[config.mk]
export PLATFORM = sky130hd
export DESIGN_NAME = his_peak_scan_flat
export DESIGN_NICKNAME = d
export VERILOG_FILES = /design/src/rtl/his_peak_scan_if.sv /design/src/rtl/his_peak_scan.sv /design/src/flat_wrapper.sv
export SDC_FILE = /design/constraint.sdc
export NUM_CORES = 1
export LEC_CHECK = 0
export CELL_PAD_IN_SITES_DETAIL_PLACEMENT = 1
export CELL_PAD_IN_SITES_GLOBAL_PLACEMENT = 1
export CORE_MARGIN = 2
export CORE_UTILIZATION = 30
export DETAILED_ROUTE_END_ITERATION = 6
export GPL_ROUTABILITY_DRIVEN = 0
export PLACE_DENSITY_LB_ADDON = 0.1
export SYNTH_ARGS = -nofsm -noshare
export SYNTH_HDL_FRONTEND = slang
export SYNTH_SLANG_ARGS = --single-unit
[constraint.sdc]
create_clock -name clk -period 1.9 [get_ports clk]
set_clock_uncertainty 0.2 [all_clocks]
set_input_delay 0.19 -clock clk [delete_from_list [all_inputs] [get_ports clk]]
set_output_delay 0.19 -clock clk [all_outputs]
set_load 0.01 [all_outputs]
[src/rtl/his_peak_scan_if.sv]
// Bundle of the scan request/result signals and the histogram read port.
// The scanner takes the slave modport; whoever drives Start and serves the histogram is the master.
interface his_peak_scan_if #(
  parameter int unsigned DATA_SIZE   = 4,
  parameter int unsigned LENGTH_SIZE = 6
);
  logic                             Start;
  logic [LENGTH_SIZE-1:0]           Thresh;
  logic                             HisMemRD;
  logic [DATA_SIZE-1:0]             HisMemRDAdd;
  logic [LENGTH_SIZE-1:0]           HisMemRDData;
  logic                             Busy;
  logic                             Done;
  logic [DATA_SIZE-1:0]             PeakBin;
  logic [LENGTH_SIZE-1:0]           PeakCnt;
  logic [LENGTH_SIZE+DATA_SIZE-1:0] TotalCnt;
  logic [DATA_SIZE:0]               AboveCnt;

  modport master (
    output Start,
    output Thresh,
    output HisMemRDData,
    input  HisMemRD,
    input  HisMemRDAdd,
    input  Busy,
    input  Done,
    input  PeakBin,
    input  PeakCnt,
    input  TotalCnt,
    input  AboveCnt
  );

  modport slave (
    input  Start,
    input  Thresh,
    input  HisMemRDData,
    output HisMemRD,
    output HisMemRDAdd,
    output Busy,
    output Done,
    output PeakBin,
    output PeakCnt,
    output TotalCnt,
    output AboveCnt
  );
endinterface

[src/rtl/his_peak_scan.sv]
// Scans every histogram bin once and reports the peak bin, its count, the total of all
// counts and how many bins reach a threshold latched at Start.
module his_peak_scan #(
  parameter int unsigned DATA_SIZE   = 4,
  parameter int unsigned DATA_NUM    = 16,
  parameter int unsigned LENGTH_SIZE = 6,
  parameter int unsigned RD_LAT      = 2
) (
  input logic             clk,
  input logic             rst,
  his_peak_scan_if.slave  bus
);

  localparam int unsigned TotalW = LENGTH_SIZE + DATA_SIZE;
  localparam int unsigned AboveW = DATA_SIZE + 1;
  localparam logic [DATA_SIZE-1:0] LastAddr = DATA_SIZE'(DATA_NUM - 1);

  typedef enum logic [1:0] {StIdle, StIssue, StDrain, StFinish} state_e;

  state_e                 stateQ, stateD;
  logic [DATA_SIZE-1:0]   addrQ, addrD;
  logic [LENGTH_SIZE-1:0] threshQ, threshD;
  logic [DATA_SIZE-1:0]   peakBinQ, peakBinD;
  logic [LENGTH_SIZE-1:0] peakCntQ, peakCntD;
  logic [TotalW-1:0]      totalQ, totalD;
  logic [AboveW-1:0]      aboveQ, aboveD;

  // Read-return pipeline: valid bit and bin address travel with each issued read.
  logic [RD_LAT-1:0]      pipeValidQ;
  logic [DATA_SIZE-1:0]   pipeAddrQ [RD_LAT];

  logic                   sampleValid;
  logic [DATA_SIZE-1:0]   sampleAddr;
  logic                   earlierValid;

  logic                   hisMemRd;
  logic [DATA_SIZE-1:0]   hisMemRdAdd;
  logic                   busy;
  logic                   done;

  assign sampleValid = pipeValidQ[RD_LAT-1];
  assign sampleAddr  = pipeAddrQ[RD_LAT-1];

  always_comb begin
    earlierValid = 1'b0;
    for (int i = 0; i < int'(RD_LAT) - 1; i++) begin
      earlierValid = earlierValid | pipeValidQ[i];
    end
  end

  always_comb begin
    stateD      = stateQ;
    addrD       = addrQ;
    threshD     = threshQ;
    peakBinD    = peakBinQ;
    peakCntD    = peakCntQ;
    totalD      = totalQ;
    aboveD      = aboveQ;
    hisMemRd    = 1'b0;
    hisMemRdAdd = '0;
    busy        = 1'b1;
    done        = 1'b0;

    unique case (stateQ)
      StIdle: begin
        busy = 1'b0;
        if (bus.Start) begin
          stateD   = StIssue;
          threshD  = bus.Thresh;
          addrD    = '0;
          peakBinD = '0;
          peakCntD = '0;
          totalD   = '0;
          aboveD   = '0;
        end
      end
      StIssue: begin
        hisMemRd    = 1'b1;
        hisMemRdAdd = addrQ;
        addrD       = addrQ + DATA_SIZE'(1);
        if (addrQ == LastAddr) begin
          stateD = StDrain;
        end
      end
      StDrain: begin
        // Leave once the final read is being consumed and nothing is still behind it.
        if (sampleValid && !earlierValid) begin
          stateD = StFinish;
        end
      end
      StFinish: begin
        done   = 1'b1;
        stateD = StIdle;
      end
      default: stateD = StIdle;
    endcase

    if (sampleValid) begin
      totalD = totalQ + TotalW'(bus.HisMemRDData);
      if (bus.HisMemRDData >= threshQ) begin
        aboveD = aboveQ + AboveW'(1);
      end
      // Bin 0 always seeds the peak; afterwards only a strictly larger count wins.
      if ((sampleAddr == '0) || (bus.HisMemRDData > peakCntQ)) begin
        peakCntD = bus.HisMemRDData;
        peakBinD = sampleAddr;
      end
    end
  end

  always_ff @(posedge clk) begin
    if (rst) begin
      stateQ   <= StIdle;
      addrQ    <= '0;
      threshQ  <= '0;
      peakBinQ <= '0;
      peakCntQ <= '0;
      totalQ   <= '0;
      aboveQ   <= '0;
    end else begin
      stateQ   <= stateD;
      addrQ    <= addrD;
      threshQ  <= threshD;
      peakBinQ <= peakBinD;
      peakCntQ <= peakCntD;
      totalQ   <= totalD;
      aboveQ   <= aboveD;
    end
  end

  always_ff @(posedge clk) begin
    if (rst) begin
      pipeValidQ <= '0;
      for (int i = 0; i < int'(RD_LAT); i++) begin
        pipeAddrQ[i] <= '0;
      end
    end else begin
      pipeValidQ[0] <= (stateQ == StIssue);
      pipeAddrQ[0]  <= addrQ;
      for (int i = 1; i < int'(RD_LAT); i++) begin
        pipeValidQ[i] <= pipeValidQ[i-1];
        pipeAddrQ[i]  <= pipeAddrQ[i-1];
      end
    end
  end

  assign bus.HisMemRD    = hisMemRd;
  assign bus.HisMemRDAdd = hisMemRdAdd;
  assign bus.Busy        = busy;
  assign bus.Done        = done;
  assign bus.PeakBin     = peakBinQ;
  assign bus.PeakCnt     = peakCntQ;
  assign bus.TotalCnt    = totalQ;
  assign bus.AboveCnt    = aboveQ;

  doneSingleCycle: assert property (@(posedge clk) disable iff (rst) done |=> !done);
  readOnlyWhenBusy: assert property (@(posedge clk) disable iff (rst) hisMemRd |-> busy);

endmodule

[src/flat_wrapper.sv]
// flat-port wrapper written by rule: the top's interface ports become plain ports
module his_peak_scan_flat 
#(
  parameter int unsigned DATA_SIZE   = 4,
  parameter int unsigned DATA_NUM    = 16,
  parameter int unsigned LENGTH_SIZE = 6,
  parameter int unsigned RD_LAT      = 2
)
  (clk, rst, bus_Start, bus_Thresh, bus_HisMemRDData, bus_HisMemRD, bus_HisMemRDAdd, bus_Busy, bus_Done, bus_PeakBin, bus_PeakCnt, bus_TotalCnt, bus_AboveCnt);
  his_peak_scan_if #(.DATA_SIZE(DATA_SIZE), .LENGTH_SIZE(LENGTH_SIZE)) bus_i ();
  input logic clk;
  input logic rst;
  input wire logic [$bits(bus_i.Start)-1:0] bus_Start;
  input wire logic [$bits(bus_i.Thresh)-1:0] bus_Thresh;
  input wire logic [$bits(bus_i.HisMemRDData)-1:0] bus_HisMemRDData;
  output wire logic [$bits(bus_i.HisMemRD)-1:0] bus_HisMemRD;
  output wire logic [$bits(bus_i.HisMemRDAdd)-1:0] bus_HisMemRDAdd;
  output wire logic [$bits(bus_i.Busy)-1:0] bus_Busy;
  output wire logic [$bits(bus_i.Done)-1:0] bus_Done;
  output wire logic [$bits(bus_i.PeakBin)-1:0] bus_PeakBin;
  output wire logic [$bits(bus_i.PeakCnt)-1:0] bus_PeakCnt;
  output wire logic [$bits(bus_i.TotalCnt)-1:0] bus_TotalCnt;
  output wire logic [$bits(bus_i.AboveCnt)-1:0] bus_AboveCnt;
  assign bus_i.Start = bus_Start;
  assign bus_i.Thresh = bus_Thresh;
  assign bus_i.HisMemRDData = bus_HisMemRDData;
  assign bus_HisMemRD = bus_i.HisMemRD;
  assign bus_HisMemRDAdd = bus_i.HisMemRDAdd;
  assign bus_Busy = bus_i.Busy;
  assign bus_Done = bus_i.Done;
  assign bus_PeakBin = bus_i.PeakBin;
  assign bus_PeakCnt = bus_i.PeakCnt;
  assign bus_TotalCnt = bus_i.TotalCnt;
  assign bus_AboveCnt = bus_i.AboveCnt;
  his_peak_scan #(.DATA_SIZE(DATA_SIZE), .DATA_NUM(DATA_NUM), .LENGTH_SIZE(LENGTH_SIZE), .RD_LAT(RD_LAT)) u_core (.clk(clk), .rst(rst), .bus(bus_i));
endmodule
==> results of run 1 <==
worst max-delay path, cell delays in order, from the launching register on:
cell and delay [ns]:
sky130_fd_sc_hd__dfxtp_2 0.35, sky130_fd_sc_hd__inv_2 0.05, sky130_fd_sc_hd__ha_4 0.26, sky130_fd_sc_hd__nand4_1 0.14, sky130_fd_sc_hd__o21bai_4 0.22, sky130_fd_sc_hd__a311oi_4 0.29, sky130_fd_sc_hd__buf_6 0.18, sky130_fd_sc_hd__buf_6 0.09
sky130_fd_sc_hd__nand3b_1 0.11, sky130_fd_sc_hd__a21oi_2 0.05
power groups by stage:
| stage | clock network (mW) | logic [mW] | registers, mW |
|---|---|---|---|
| floorplan | 0 | 0.525 | 1.14 |
| global route | 0.733 | 1.24 | 1.15 |
| finish | 0.666 | 1.12 | 1.14 |
| CTS | 0.704 | 1.10 | 1.14 |
| detailed placement | 0 | 0.989 | 1.15 |
| global placement | 0 | 0.969 | 1.14 |
cell families (layout without fill, tap and decap cells):
family,Yosys count,count (layout),synth area share [%]
DFF,47,47,38.21
muxes,5,5,2.134
xor gates and xnor gates,2,2,0.7115
adders and majority gates,25,25,13.01
and+or+nand+nor,108,108,22.36
AOI/OAI and AO/OA,66,66,17.73
buffers and inverters,34,126,5.843
synth_stat cells, drive strengths merged:
| cell type | count |
|---|---|
| nor4 | 1 |
| inv | 20 |
| nand2b | 3 |
| nand2 | 30 |
| a21o | 6 |
| xnor2 | 1 |
| o221ai | 1 |
| mux2 | 2 |
| and3 | 5 |
| mux2i | 3 |
| a31oi | 6 |
| a211o | 1 |
| o2111a | 1 |
| a311oi | 1 |
| o31ai | 2 |
| fa | 1 |
| or3 | 6 |
| buf | 3 |
| nand4b | 1 |
| nand3 | 11 |
| a21oi | 28 |
| or2 | 2 |
| or3b | 2 |
| nor2 | 19 |
| nor3 | 2 |
| ha | 24 |
| o31a | 1 |
| o21bai | 1 |
| o211ai | 3 |
| clkbuf | 11 |
| o21a | 1 |
| a211oi | 4 |
| dfxtp | 47 |
| nand4 | 3 |
| a32oi | 1 |
| nor2b | 12 |
| o21ai | 6 |
| o22a | 1 |
| a22oi | 2 |
| and2 | 6 |
| xor2 | 1 |
| nand3b | 5 |
repair_timing:
| action | in CTS | in global routing |
|---|---|---|
| pin swaps | 20 | 20 |
| setup buffers | 10 | 6 |
| gates cloned | 1 | 0 |
| hold endpoints to repair | 0 | 0 |
| resized for setup | 48 | 22 |
| endpoints found under the setup margin | 26 | 21 |
metal layers:
metal,up-vias,wire length (um),track usage [%]
met5,-,0,0
met4,0,63,3.986
met3,6,196,2.873
met2,30,3617,30.65
met1,1119,3234,20.44
li1,1179,-,-
registers in the layout (all words and copies together) (netlist names):
name                 flops
u_core.pipeValidQ        2
u_core.bus.PeakCnt       6
u_core.bus.AboveCnt      5
u_core.bus.TotalCnt     10
u_core.pipeAddrQ         8
u_core.threshQ           6
u_core.bus.PeakBin       4
u_core.stateQ            2
u_core.addrQ             4
cell type report:
cell class / instances / area share (%)
multi-input cells: 206 / 43.30
flip-flops and latches: 47 / 25.28
repair buffers: 98 / 23.47
well taps: 105 / 3.447
clock buffers: 6 / 2.167
inverters: 20 / 1.970
clock inverters: 2 / 0.3611
metrics by stage:
stage	total power [mW]	setup WS, ns	TNS (ns)	cell area [um^2]	utilization [%]
after global routing	3.126	-0.2513	-2.772	3811	47.09
after floorplan	1.670	-0.05578	-0.08436	2532	-
after global placement	2.113	-0.6337	-11.16	3346	41.34
after detailed placement	2.136	-0.6336	-11.94	3346	41.34
final	2.928	-0.1763	-1.523	3811	47.09
after CTS	2.940	-0.2281	-2.422	3722	46.00
worst paths after layout:
| kind | from | endpoint | depth (start not counted) |
|---|---|---|---|
| worst min-delay path | bus_HisMemRDData[2] | u_core.bus.PeakCnt[2] | 4 |
| worst max register to register | u_core.bus.PeakCnt[5] | u_core.bus.PeakBin[3] | 9 |
| worst max-delay path | u_core.bus.PeakCnt[5] | u_core.bus.PeakBin[3] | 9 |
| worst min register to register | u_core.pipeAddrQ[0][1] | u_core.pipeAddrQ[0][5] | 1 |
==> results by stage, run 1 <==
Timing:
- The number of failing hold endpoints at the final stage came to 0.
- At the pin with the least slew margin, the transition time is 0.5922 ns.
- The share of the clock period used by the worst path after layout is 109.3%.
- Hold timing on the final database bottoms out at a slack of 0.1225 ns.
- The peak clock frequency supported by timing is 481.6 MHz.
- Setup violations remaining at the end of the flow were counted as 14.
- In this run the tightest slew margin relative to its limit is 60.52%.
- The final period demand of the worst path is 2.076 ns.
- Setup repair after global routing could not meet its margin everywhere.
- The least setup slack across all paths after layout is -0.1763 ns.
- The final count of pins violating max slew is 0.

Worst setup path:
- By startpoint and endpoint, the worst setup path is classified as reg2reg.
- The peak fanout along the critical path is 5.
- The worst register-to-register path has a setup slack of -0.18 ns.
- Data on the critical path arrives at its endpoint at 2.05 ns.
- The required time of the critical path is 1.88 ns.
- The startpoint type of the worst setup path is a register.
- The worst setup path is captured at a register.

Yosys:
- The fraction of synthesized cell area taken by the top area cell type is 38.21%.
- After synthesis, the cell types taking the most area are sky130_fd_sc_hd__dfxtp_1, sky130_fd_sc_hd__ha_1, sky130_fd_sc_hd__nand2_1, sky130_fd_sc_hd__a21oi_1, sky130_fd_sc_hd__inv_1.
- After synthesis, the netlist uses 45 different library cells.
- Synthesis handed over a netlist of 287 instances.
- After synthesis the cells add up to 0.002462 mm^2.
- The number of warning messages in the yosys log is 0.
- Of all cell types, the one taking the most synthesized area is sky130_fd_sc_hd__dfxtp_1.
- After synthesis, flip-flops and latches occupy 38.21% of the total area.
- The mean instance size in the synthesized netlist is 8.580 um^2.
- The synthesized design contains 47 register bits.
- The number of nets handed over by synthesis was 327.

Pwr:
- Net switching is 34.31% of the power.
- The reported net switching power is 1.005 mW.
- The proportion of power drawn by combinational gates is 38.3%.
- Cell internal power was estimated by the tool at 1.923 mW.
- The standby leakage power is 1.498 nW.
- Across the VDD grid, the largest voltage drop is 447.3 uV.
- The portion of total power attributed to sequential cells is 38.9%.
- The power share of the clock group is 22.8%.
- The power density over cell area is 768.2 mW/mm^2.

Global route:
- The via count of the first global-routing pass was 2447.
- The total global routing overflow is 0.
- The first global-routing pass estimated 11740 um of wire.
- The overall global routing resource usage is 16.78%.
- The number of antenna violations at the first check in global routing is 0.
- Entering global routing, the biggest net connects 23 pins.

Route:
- The routed wire length is 7112 um.
- For this run, design rule violations remaining after detail routing come to 0.
- The number of design-rule violations left by the first detailed-router iteration is 27.
- The detailed-route vias per instance is 4.822.
- After detailed routing, the average wire length per cell comes to 14.69 um.
- The vias after detailed routing is 2334.
- The first detailed-routing pass ran for 4 iterations.
- The number of nets with antenna violations after routing is 0.

Placement:
- Counting tap cells, the placed design contains a total of 460 instances.
- The total of buffers placed on input and output ports is 46.
- The wire-length estimate of the detail-placed layout is 4996 um.

Cells and area:
- The count of nets after finishing is 418.
- In the layout the commonest cells are sky130_fd_sc_hd__buf_4, sky130_fd_sc_hd__clkdlybuf4s50_1, sky130_fd_sc_hd__dfxtp_1.
- The ratio of cells with drive above 1 in the final layout is 33.77%.
- The area taken by multi-input logic gates is 0.001650 mm^2.
- The diode insertion count for antenna repair is 0.
- The library cell used most frequently in the layout, excluding fill and tap cells, is sky130_fd_sc_hd__buf_4.
- The finished layout holds 484 standard cells, fillers aside.
- The count of fill cells added during filler insertion is 973.
- The relative area change from synthesis to final layout is 54.78%.
- The register area is 963.4 um^2.

Die:
- The die is 94.60 um wide.
- The height of the chip is 94.60 um.
- The starting density of the core is 30.43%.
- The die covers 0.008948 mm^2.
- 47 I/O pins were placed.
- The total area inside the core boundary comes to 0.008093 mm^2.
- Row generation in the floorplan step produced 33 rows.

Clock network:
- The H-tree depth is 2.
- The sink count of the clock tree is 47.
- TritonCTS created 5 clock buffers.
- TritonCTS built the clock tree.
- The clock reaches the later pin of the worst-skew pair after 0.31 ns.
- After clock tree synthesis, the clock-pin slew on the worst setup and hold paths is 0.10 ns.
- The maximum clock insertion buffer count is 2.
- The count of hold buffers inserted by post-cts repair is 0.
- Clock tree synthesis selected as its root buffer the cell sky130_fd_sc_hd__clkbuf_8.

Outcome:
- The checks that failed: negative setup slack.
- The run finished, with violations left.

Flow run:
- The max capacitance violation total is 0.

Hold path:
- The tightest min-delay check is of the in2reg type.
No activity file was read; power rests on OpenSTA's default activity.
==> run 2: changes to the inputs <==
--- a/config.mk
+++ b/config.mk
@@ -7,7 +7,7 @@
 export LEC_CHECK = 0
 export CELL_PAD_IN_SITES_DETAIL_PLACEMENT = 1
 export CELL_PAD_IN_SITES_GLOBAL_PLACEMENT = 1
-export CORE_MARGIN = 2
+export CORE_MARGIN = 1.5
 export CORE_UTILIZATION = 30
 export DETAILED_ROUTE_END_ITERATION = 6
 export GPL_ROUTABILITY_DRIVEN = 0
==> run 2 against run 1 <==
Compared with the run above: the flow still finishes with violations (negative setup slack); register-to-register slack improved by 0.08 ns; core utilization rose by 0.24 points; via count shrank 1.5%; non-clock buffer count down 9; combinational power is 8% lower; critical endpoint is now u_core.bus.TotalCnt[8]; largest cell class unchanged; largest power group unchanged; highest routed layer unchanged.
==> results by stage, run 2 (synthesized netlist as in run 1, its figures left out) <==
Outcome:
- Result of the run: complete, but fails checks (unchanged).
- Failing checks: negative setup slack (unchanged).

Worst setup path:
- The startpoint type of the worst setup path is a register (unchanged).
- The peak fanout along the critical path came to 3 (was 5).
- The cell with the largest stage delay on the worst path was sky130_fd_sc_hd__dfxtp_4 (was sky130_fd_sc_hd__dfxtp_2).
- The category of the most critical setup path is reg2reg (unchanged).
- The launch point of the worst reg-to-reg path is u_core.bus.TotalCnt[0] (was u_core.bus.PeakCnt[5]).
- The endpoint kind of the worst setup timing path was a register (unchanged).
- The critical register-to-register path endpoint is u_core.bus.TotalCnt[8] (was u_core.bus.PeakBin[3]).
- The largest stage delay on the critical path is 0.36 ns (was 0.35 ns).
- The reg-to-reg setup timing slack is -0.1 ns (was -0.18 ns).
- The depth of the most critical reg-to-reg path is 8 (was 9).
- The arrival time reported for the critical path endpoint is 2.04 ns (was 2.05 ns).
- Series of cell instances along the critical path: ha_4 -> inv_2 -> fa_2 -> nor2b_2 -> o31a_1 -> o31ai_2 -> mux2_4 -> nor2_1 (was inv_2 -> ha_4 -> nand4_1 -> o21bai_4 -> a311oi_4 -> buf_6 -> buf_6 -> nand3b_1 -> a21oi_2).
- The required time of the critical path was 1.95 ns (was 1.88 ns).

Route:
- The number of search-and-repair iterations in the first detailed-routing pass is 3 (was 4).
- The detailed-route vias per instance is 4.871 (was 4.822).
- The number of design-rule violations left by the first detailed-router iteration is 53 (was 27).
- The routed wire length came to 6613 um (was 7112 um).
- The vias after detailed routing is 2299 (was 2334).
- The average wire per cell in the routed design was 14.01 um (was 14.69 um).
- The DRC violation count after routing came to 0 (unchanged).
- The number of nets with antenna violations after routing is 0 (unchanged).

Timing:
- The least setup slack across all paths after layout is -0.09598 ns (was -0.1763 ns).
- The final count of negative-setup-slack endpoints is 12 (was 14).
- The final-layout setup total negative slack is -0.7716 ns (was -1.523 ns).
- The number of failing hold endpoints at the final stage was 0 (unchanged).
- The peak clock frequency supported by timing is 501.0 MHz (was 481.6 MHz).
- The share of the clock period used by the worst path after layout came to 105.1% (was 109.3%).
- The final count of pins violating max slew came to 0 (unchanged).
- The final period demand of the worst path is 1.996 ns (was 2.076 ns).
- The actual transition at the worst max-transition pin is 0.4026 ns (was 0.5922 ns).
- Unrepaired setup endpoints after global routing: true (unchanged).
- The worst slew margin relative to its limit is 73.16% (was 60.52%).

Clock network:
- The H-tree depth is 2 (unchanged).
- The clock latency reported for the late side of the worst-skew pair is 0.31 ns (about the same).
- The maximum clock insertion buffer count is 2 (unchanged).
- The sink count of the clock tree is 47 (unchanged).
- The clock transition at the registers of the reported paths was 0.09 ns (was 0.10 ns).
- The number of buffers inserted during clock tree synthesis is 5 (unchanged).
- The CTS tree is done (unchanged).
- The clock root buffer is sky130_fd_sc_hd__clkbuf_8 (unchanged).

Placement:
- The total of buffers placed on input and output ports was 46 (unchanged).
- The post-detailed-placement half-perimeter wirelength is 4636 um (was 4996 um).

Die:
- The core footprint is 0.007848 mm^2 (was 0.008093 mm^2).
- The width of the chip is 93.60 um (was 94.60 um).
- The full die area came to 0.008760 mm^2 (was 0.008948 mm^2).
- The number of ports placed on the die boundary came to 47 (unchanged).
- The starting density of the core was 31.38% (was 30.43%).
- The height of the chip is 93.60 um (was 94.60 um).
- The number of rows in the core area was 32 (was 33).

Flow run:
- The max capacitance violation total was 0 (unchanged).

Cells and area:
- The count of nets after finishing is 409 (was 418).
- The relative area change from synthesis to final layout was 50.86% (was 54.78%).
- The diode insertion count for antenna repair is 0 (unchanged).
- The most common cell after layout, fill and taps aside is sky130_fd_sc_hd__buf_4 (unchanged).
- Top library cells by usage in the layout, fill and taps aside: sky130_fd_sc_hd__buf_4, sky130_fd_sc_hd__dfxtp_1, sky130_fd_sc_hd__clkdlybuf4s50_1 (was sky130_fd_sc_hd__buf_4, sky130_fd_sc_hd__clkdlybuf4s50_1, sky130_fd_sc_hd__dfxtp_1).
- The count of fill cells added during filler insertion is 939 (was 973).
- The ratio of cells with drive above 1 in the final layout is 31.35% (was 33.77%).
- The flip-flop count of the largest register after layout was 10 (unchanged).

Global route:
- The pin count of the biggest net entering global routing is 49 (was 23).
- The overall global routing resource usage came to 16.06% (was 16.78%).
- The via count of the first global-routing pass is 2321 (was 2447).
- The number of antenna violations at the first check in global routing is 0 (unchanged).
- The total global routing overflow is 0 (unchanged).
- The first-pass GRT wire length is 11010 um (was 11740 um).

Hold path:
- The path category of the worst min-delay check is in2reg (unchanged).
- The hold path startpoint is bus_HisMemRDData[0] (was bus_HisMemRDData[2]).
- The destination of the worst hold path is u_core.bus.PeakCnt[0] (was u_core.bus.PeakCnt[2]).
- The hold path depth is 4 (unchanged).

Pwr:
- The worst vdd rail ir drop was 419.8 uV (was 447.3 uV).
- The power after layout is 2.834 mW (was 2.928 mW).
- The standby leakage power is 1.450 nW (was 1.498 nW).
- The power density over cell area is 762.8 mW/mm^2 (was 768.2 mW/mm^2).
-- run 2: through the flow --
stage	cell area, um^2	hold slack, ns	std cells	util [%]	setup slack, ns
after CTS	3640	0.2009	471	46.38	-0.1010
after detailed placement	3344	0.2277	455	42.62	-0.6034
after floorplan	2532	0.1184	287	-	-0.05578
final	3715	0.2168	472	47.34	-0.09598
after global routing	3715	0.2154	472	47.34	-0.2477
after global placement	3344	0.2267	455	42.62	-0.5955
-- run 2: area by class of cell --
type,instances,area (um^2),area share [%]
Tap cell,102,127.6,3.435
Inverter,20,75.07,2.021
Sequential cell,47,963.4,25.93
Multi-Input combinational cell,206,1630,43.89
Clock buffer,6,82.58,2.223
Timing Repair Buffer,89,822.0,22.13
Clock inverter,2,13.76,0.3705
-- run 2: worst max-delay path by stage --
stage                      startpoint                     end  slack, ns  cells past startpoint
4_1_cts         u_core.bus.PeakCnt[5]   u_core.bus.PeakBin[3]      -0.10                      9
6_report       u_core.bus.TotalCnt[0]  u_core.bus.TotalCnt[8]       -0.1                      8
3_5_place_dp      bus_HisMemRDData[0]  u_core.bus.TotalCnt[8]      -0.60                     10
2_1_floorplan  u_core.bus.TotalCnt[0]  u_core.bus.TotalCnt[8]      -0.06                      8
3_3_place_gp      bus_HisMemRDData[0]  u_core.bus.TotalCnt[8]      -0.60                     10
5_1_grt        u_core.bus.TotalCnt[0]  u_core.bus.TotalCnt[6]      -0.25                      8
-- run 2: worst max-delay path, delay by kind of cell, from the launching register on --
| kind | cells | cell delay [ns] |
|---|---|---|
| AO/OA/AOI/OAI | 2 | 0.54 |
| flip-flops | 1 | 0.36 |
| adder cells (fa/ha/maj) | 2 | 0.34 |
| multiplexers | 1 | 0.32 |
| AND/OR/NAND/NOR | 2 | 0.12 |
| buffers and inverters | 1 | 0.05 |
-- run 2: timing repair --
| action | in CTS | in global routing |
|---|---|---|
| setup buffers | 8 | 1 |
| pin swaps | 13 | 18 |
| setup endpoints to repair | 26 | 23 |
| gates resized for setup | 38 | 20 |
| hold buffers | 0 | 0 |
-- run 2: routing by layer --
layer | vias to the layer above | wire length (um) | track usage, %
met5 | - | 0 | 0
met3 | 6 | 180 | 3.008
met4 | 0 | 78 | 4.478
met2 | 30 | 3356 | 28.93
met1 | 1102 | 2997 | 19.32
li1 | 1161 | - | -
-- run 2: power breakdown --
part	internal, mW	leakage (nW)	switching [mW]
combinational	0.493	1.01	0.534
sequential	1.07	0.387	0.0650
clock	0.299	0.0516	0.371
total	1.86	1.45	0.970
